<file path="config.mk">
export PLATFORM = sky130hd
export DESIGN_NAME = alu_sequencer
export DESIGN_NICKNAME = d
export VERILOG_FILES = /design/src/rtl/alu_sequencer.sv
export SDC_FILE = /design/constraint.sdc
export NUM_CORES = 1
export LEC_CHECK = 0
export BUFFER_PORTS_ARGS = -buffer_cell sky130_fd_sc_hd__buf_4
export CAP_MARGIN = 25
export CORE_UTILIZATION = 35
export DETAILED_ROUTE_END_ITERATION = 8
export GPL_ROUTABILITY_DRIVEN = 0
export GPL_TIMING_DRIVEN = 0
export SETUP_SLACK_MARGIN = 0.05
export SYNTH_ARGS = -nofsm -noshare
export SYNTH_HDL_FRONTEND = slang
export SYNTH_SLANG_ARGS = --single-unit
</file>
<file path="constraint.sdc">
create_clock -name clk -period 3.9 [get_ports clk]
set_input_delay 0.39 -clock clk [delete_from_list [all_inputs] [get_ports clk]]
set_output_delay 0.39 -clock clk [all_outputs]
set_load 0.05 [all_outputs]
</file>
<file path="src/rtl/alu_sequencer.sv">
// alu_sequencer: decodes ADDI/ADD/BNE, drives the datapath for one execute cycle, owns the PC.
// Three-state handshake sequencer: IDLE accepts, EXEC drives the datapath, RETIRE pulses retire.
module alu_sequencer #(
   parameter int REG_FILE_ADDR_WIDTH = 5,
   parameter int DATA_WIDTH = 32,
   parameter int PC_WIDTH = 32,
   parameter logic [PC_WIDTH-1:0] PC_RESET = '0
) (
   input  logic                           clk,
   input  logic                           rst,
   input  logic                           instr_valid,
   input  logic [DATA_WIDTH-1:0]          instr,
   output logic                           instr_ready,
   input  logic                           EQ,
   output logic [REG_FILE_ADDR_WIDTH-1:0] AD1,
   output logic [REG_FILE_ADDR_WIDTH-1:0] AD2,
   output logic [REG_FILE_ADDR_WIDTH-1:0] AD3,
   output logic                           WE3,
   output logic                           ALUsrc,
   output logic                           ALUctrl,
   output logic [DATA_WIDTH-1:0]          ImmOp,
   output logic [PC_WIDTH-1:0]            pc,
   output logic                           retire,
   output logic                           illegal
);
   typedef enum logic [1:0] {IDLE, EXEC, RETIRE} state_t;
   state_t r_state;
   logic r_bne, r_ill;
   logic w_addi, w_add, w_bne;
   logic [REG_FILE_ADDR_WIDTH-1:0] w_ad1, w_ad2, w_ad3;
   logic [DATA_WIDTH-1:0] w_imm;
   logic w_we;
   assign w_addi = instr[6:0] == 7'b0010011 && instr[14:12] == 3'b000;
   assign w_add  = instr[6:0] == 7'b0110011 && instr[14:12] == 3'b000 && instr[31:25] == 7'b0000000;
   assign w_bne  = instr[6:0] == 7'b1100011 && instr[14:12] == 3'b001;
   assign w_ad1  = (w_addi || w_add || w_bne) ? instr[19:15] : '0;
   assign w_ad2  = (w_add || w_bne) ? instr[24:20] : '0;
   assign w_ad3  = (w_addi || w_add) ? instr[11:7] : '0;
   // rd = x0 is hardwired zero, so its write enable is simply never raised
   assign w_we   = (w_addi || w_add) && instr[11:7] != 5'd0;
   assign w_imm  = w_addi ? {{(DATA_WIDTH-12){instr[31]}}, instr[31:20]} :
                   w_bne  ? {{(DATA_WIDTH-13){instr[31]}}, instr[31], instr[7], instr[30:25], instr[11:8], 1'b0} : '0;
   always_ff @(posedge clk or posedge rst) begin
      if (rst) begin
         r_state     <= IDLE;
         instr_ready <= 1'b1;
         pc          <= PC_RESET;
         AD1         <= '0;
         AD2         <= '0;
         AD3         <= '0;
         ImmOp       <= '0;
         WE3         <= 1'b0;
         ALUsrc      <= 1'b0;
         ALUctrl     <= 1'b0;
         retire      <= 1'b0;
         illegal     <= 1'b0;
         r_bne       <= 1'b0;
         r_ill       <= 1'b0;
      end else begin
         case (r_state)
            IDLE: if (instr_valid) begin
               r_state     <= EXEC;
               instr_ready <= 1'b0;
               AD1         <= w_ad1;
               AD2         <= w_ad2;
               AD3         <= w_ad3;
               ImmOp       <= w_imm;
               WE3         <= w_we;
               ALUsrc      <= w_addi;
               ALUctrl     <= w_bne;
               r_bne       <= w_bne;
               r_ill       <= !(w_addi || w_add || w_bne);
            end
            EXEC: begin
               r_state <= RETIRE;
               WE3     <= 1'b0;
               retire  <= 1'b1;
               illegal <= r_ill;
               pc      <= (r_bne && !EQ) ? pc + PC_WIDTH'($signed(ImmOp)) : pc + PC_WIDTH'(4);
            end
            RETIRE: begin
               r_state     <= IDLE;
               retire      <= 1'b0;
               illegal     <= 1'b0;
               instr_ready <= 1'b1;
            end
            default: r_state <= IDLE;
         endcase
      end
   end
endmodule

</file>
==> flow_metrics.tcl <==
set metrics [dict create \
    outcome "finished, final reports clean" \
    ir_drop_mv 0.239 \
    vias_per_cell 5.54 \
    placed_area_sq_um 6340 \
    crit_path_start "ImmOp[30]" \
    clock_sinks 69 \
    critPathLaunchType "flop" \
    io_pins 121 \
    synth_xor_area_share_pct 3.38 \
    drv_slew 0 \
    firstDrtPassIters 5 \
    reg2reg_to "pc[24]" \
    fin_nets 840 \
    yosys.area_share.adder_pct 8.83 \
    die_h_um 124 \
    fp.dieW_um 124 \
    drcViolationCount 0 \
    dp_hpwl_mm 12.0 \
    clkTransAtPathRegs_ns 0.06 \
    grt_max_degree 70 \
    worstPathMaxFanout 30 \
    pwr_density_cell_nw_per_um2 392 \
    start_util_pct 35.8 \
    holdWs_ns 0.264 \
    drive_above_1_share_pct 21.9 \
    finalHoldViolCount 0 \
    ff2ff_setup_slack_ns 0.52 \
    cp_top_family "compound AO/OA/AOI/OAI gates" \
    synth_warnings 0 \
    cts_made_buffers 9 \
    worstSkewPairLatency_ns 0.33 \
    synth-simple-area-share_pct 19.6 \
    row_count 44 \
    grt_pass1_wl_mm 25.7 \
    post-cts-setup-buffers 0 \
    synth_fp_nets 708 \
    synthesis.area_sq_um 5190 \
    finalCriticalPeriod_ns 3.38 \
    grt_pass1_vias 5103 \
    htreeDepth 3 \
    drtAntennaViolNets 0 \
    synth-edff-count 0 \
    clock_path_buffers 2 \
    groute.usage.overall_pct 21.8 \
    endpoint_kind "flop" \
    synth_top_family_by_area "compound AO/OA/AOI/OAI gates" \
    vias 5304 \
    crit_type "reg -> reg" \
    post_drt_wl_per_cell_um 16.8 \
    post-route-period-util_pct 86.8 \
    clock-root-buffer "clkbuf_16" \
    critPathMostFrequentCell "a21oi_1" \
    antenna_found_initial 0 \
    placedCellCount 941 \
    final_area_sq_um 6620 \
    syn_area_per_cell_sq_um 8.16 \
    max_stage_delay_ns 0.70 \
    min_path_type "in -> async" \
    crit_chain "buf_12 -> ha_1 -> buf_2 -> a21oi_1 -> o2111ai_1 -> a31o_1 -> a21oi_1 -> o211ai_1 -> a21oi_1 -> xnor2_1 -> o21ai_1 -> a21oi_1" \
    cts_tree "yes" \
    cts_resized 0 \
    critical_path_buf_inv_count 2 \
    hold_buffers 0 \
    arrival_ns 3.64 \
    diodes 0 \
    syn-instance-count 636 \
    maxCapViolations 0 \
    die_area_sq_um 15300 \
    area_delta_synth_final_pct 27.6 \
    grt_overflow 0 \
    worst_slack_ns 0.515 \
    clock_skew_ns 0.00821 \
    stdcell_count 957 \
    worstPathRequired_ns 4.16 \
    synth_compound_area_share_pct 27.5 \
    synth-seq-cells 69 \
    finalSetupViolations 0 \
    yosysSeqAreaShare_pct 33.3 \
    p_leak_nw 3.16 \
    slowest_stage "dfrtp_1" \
    synth_top_flop_cell "dfrtp_1" \
    synthMuxAreaShare_pct 1.40 \
    worst_pin_slew_ns 0.929 \
    core_sq_um 14500 \
    initialDrtViolationCount 431 \
    port_buffers 120 \
    report.power.total_mw 2.59 \
    reg2reg_depth 12 \
    rsz0062_at_grt "false" \
    reg2reg_from "ImmOp[30]" \
    nFillCells 1456 \
    slew_headroom_pct 37.6 \
    ys_types 61 \
    fmax_mhz 295 \
    wl_mm 16.1 \
    dp_slack_ns 0.513 \
    async_flop_share_pct 100 \
]
[where the power goes]
part           total (mW)  switching, mW  leakage, nW  internal [mW]
clock               0.778          0.313        0.132          0.465
combinational       0.918          0.628         2.10          0.290
sequential          0.897          0.110        0.924          0.788
total                2.59           1.05         3.16           1.54
[routing by layer]
| layer | wire length, um | up-vias | GRT usage, % |
|---|---|---|---|
| li1 | - | 2580 | - |
| met1 | 7050 | 2473 | 28.3 |
| met2 | 7500 | 224 | 35.8 |
| met3 | 1210 | 27 | 3.89 |
| met4 | 331 | 0 | 8.36 |
| met5 | 0 | - | 0 |
[synthesized netlist by cell type (all sizes together) (2+ instances only)]
library cell	n	area [sq um]
o211ai	6	55.1
nor3	10	50.1
nor2b	10	62.6
o32ai	2	17.5
mux2i	5	50.1
a31o	2	17.5
nor3b	2	15.0
nor2	36	143
or2	3	18.8
clkbuf	25	93.8
a21o	11	82.6
nand4	10	62.6
mux2	2	22.5
and3	13	81.3
a22oi	4	30.0
o311ai	6	52.6
inv	18	67.6
nor4	3	18.8
nand2	83	312
buf	20	148
a21oi	78	394
o21a	8	60.1
ha	35	438
o21bai	2	15.0
xor2	7	61.3
nand2b	4	25.0
o21ai	61	305
a31oi	6	37.5
a211oi	10	80.1
o22ai	9	56.3
nand3	23	120
a22o	19	166
dfrtp	68	1700
or3	2	12.5
nand3b	3	22.5
xnor2	13	114
and2	2	12.5
[stage by stage]
| step | setup TNS (ns) | utilization, % |
|---|---|---|
| 3_3_place_gp | -0.00129 | 43.6 |
| 4_1_cts | 0 | 45.7 |
| 2_1_floorplan | 0 | - |
| 6_report | 0 | 45.7 |
| 5_1_grt | 0 | 45.7 |
| 3_5_place_dp | 0 | 43.8 |
[cells by family (layout without fill, tap and decap cells)]
group,Yosys count,after routing
and+or+nand+nor,211,211
buffers and inverters,63,200
DFF,69,69
xor gates and xnor gates,20,20
AOI/OAI and AO/OA,230,230
muxes,7,7
adders and majority gates,36,36
[worst max-delay path by stage]
stage                   to  depth (start not counted)
detailed placement  pc[24]                         12
global placement    pc[24]                         11
floorplan           pc[30]                         11
global route        pc[31]                         11
finish              pc[24]                         12
CTS                 pc[24]                         12
[final cells by class]
| class | count | area, sq um | share of cell area [%] |
|---|---|---|---|
| Multi-Input combinational cell | 504 | 3150 | 47.6 |
| Clock buffer | 13 | 260 | 3.93 |
| Timing Repair Buffer | 121 | 921 | 13.9 |
| Sequential cell | 69 | 1730 | 26.1 |
| Tap cell | 184 | 230 | 3.48 |
| Clock inverter | 3 | 20.0 | 0.302 |
| Buffer | 45 | 241 | 3.65 |
| Inverter | 18 | 70.1 | 1.06 |
[placed cells by master (no fill, tap or decap), drive strengths merged, types with 4 or more instances in the layout]
master and count:
o21a 8, clkbuf 38, nor2b 10, o211ai 6, xor2 7, o21ai 61
xnor2 13, ha 35, nor3 10, o22ai 9, nand3 23, a22oi 4
nand2 83, and3 13, buf 141, nor2 36, nand2b 4, a22o 19
a21oi 78, a21o 11, nand4 10, inv 18, dfrtp 68, a31oi 6
a211oi 10, mux2i 5, o311ai 6
[sequential cells by signal, summed over array words and instances (netlist names)]
register / cells
AD1: 5
AD2: 5
AD3: 5
ALUsrc: 1
ImmOp: 13
WE3: 1
illegal: 1
instr_ready: 1
pc: 32
r_bne: 1
r_ill: 1
r_state: 2
retire: 1
Power figures use the tool's default switching activity.
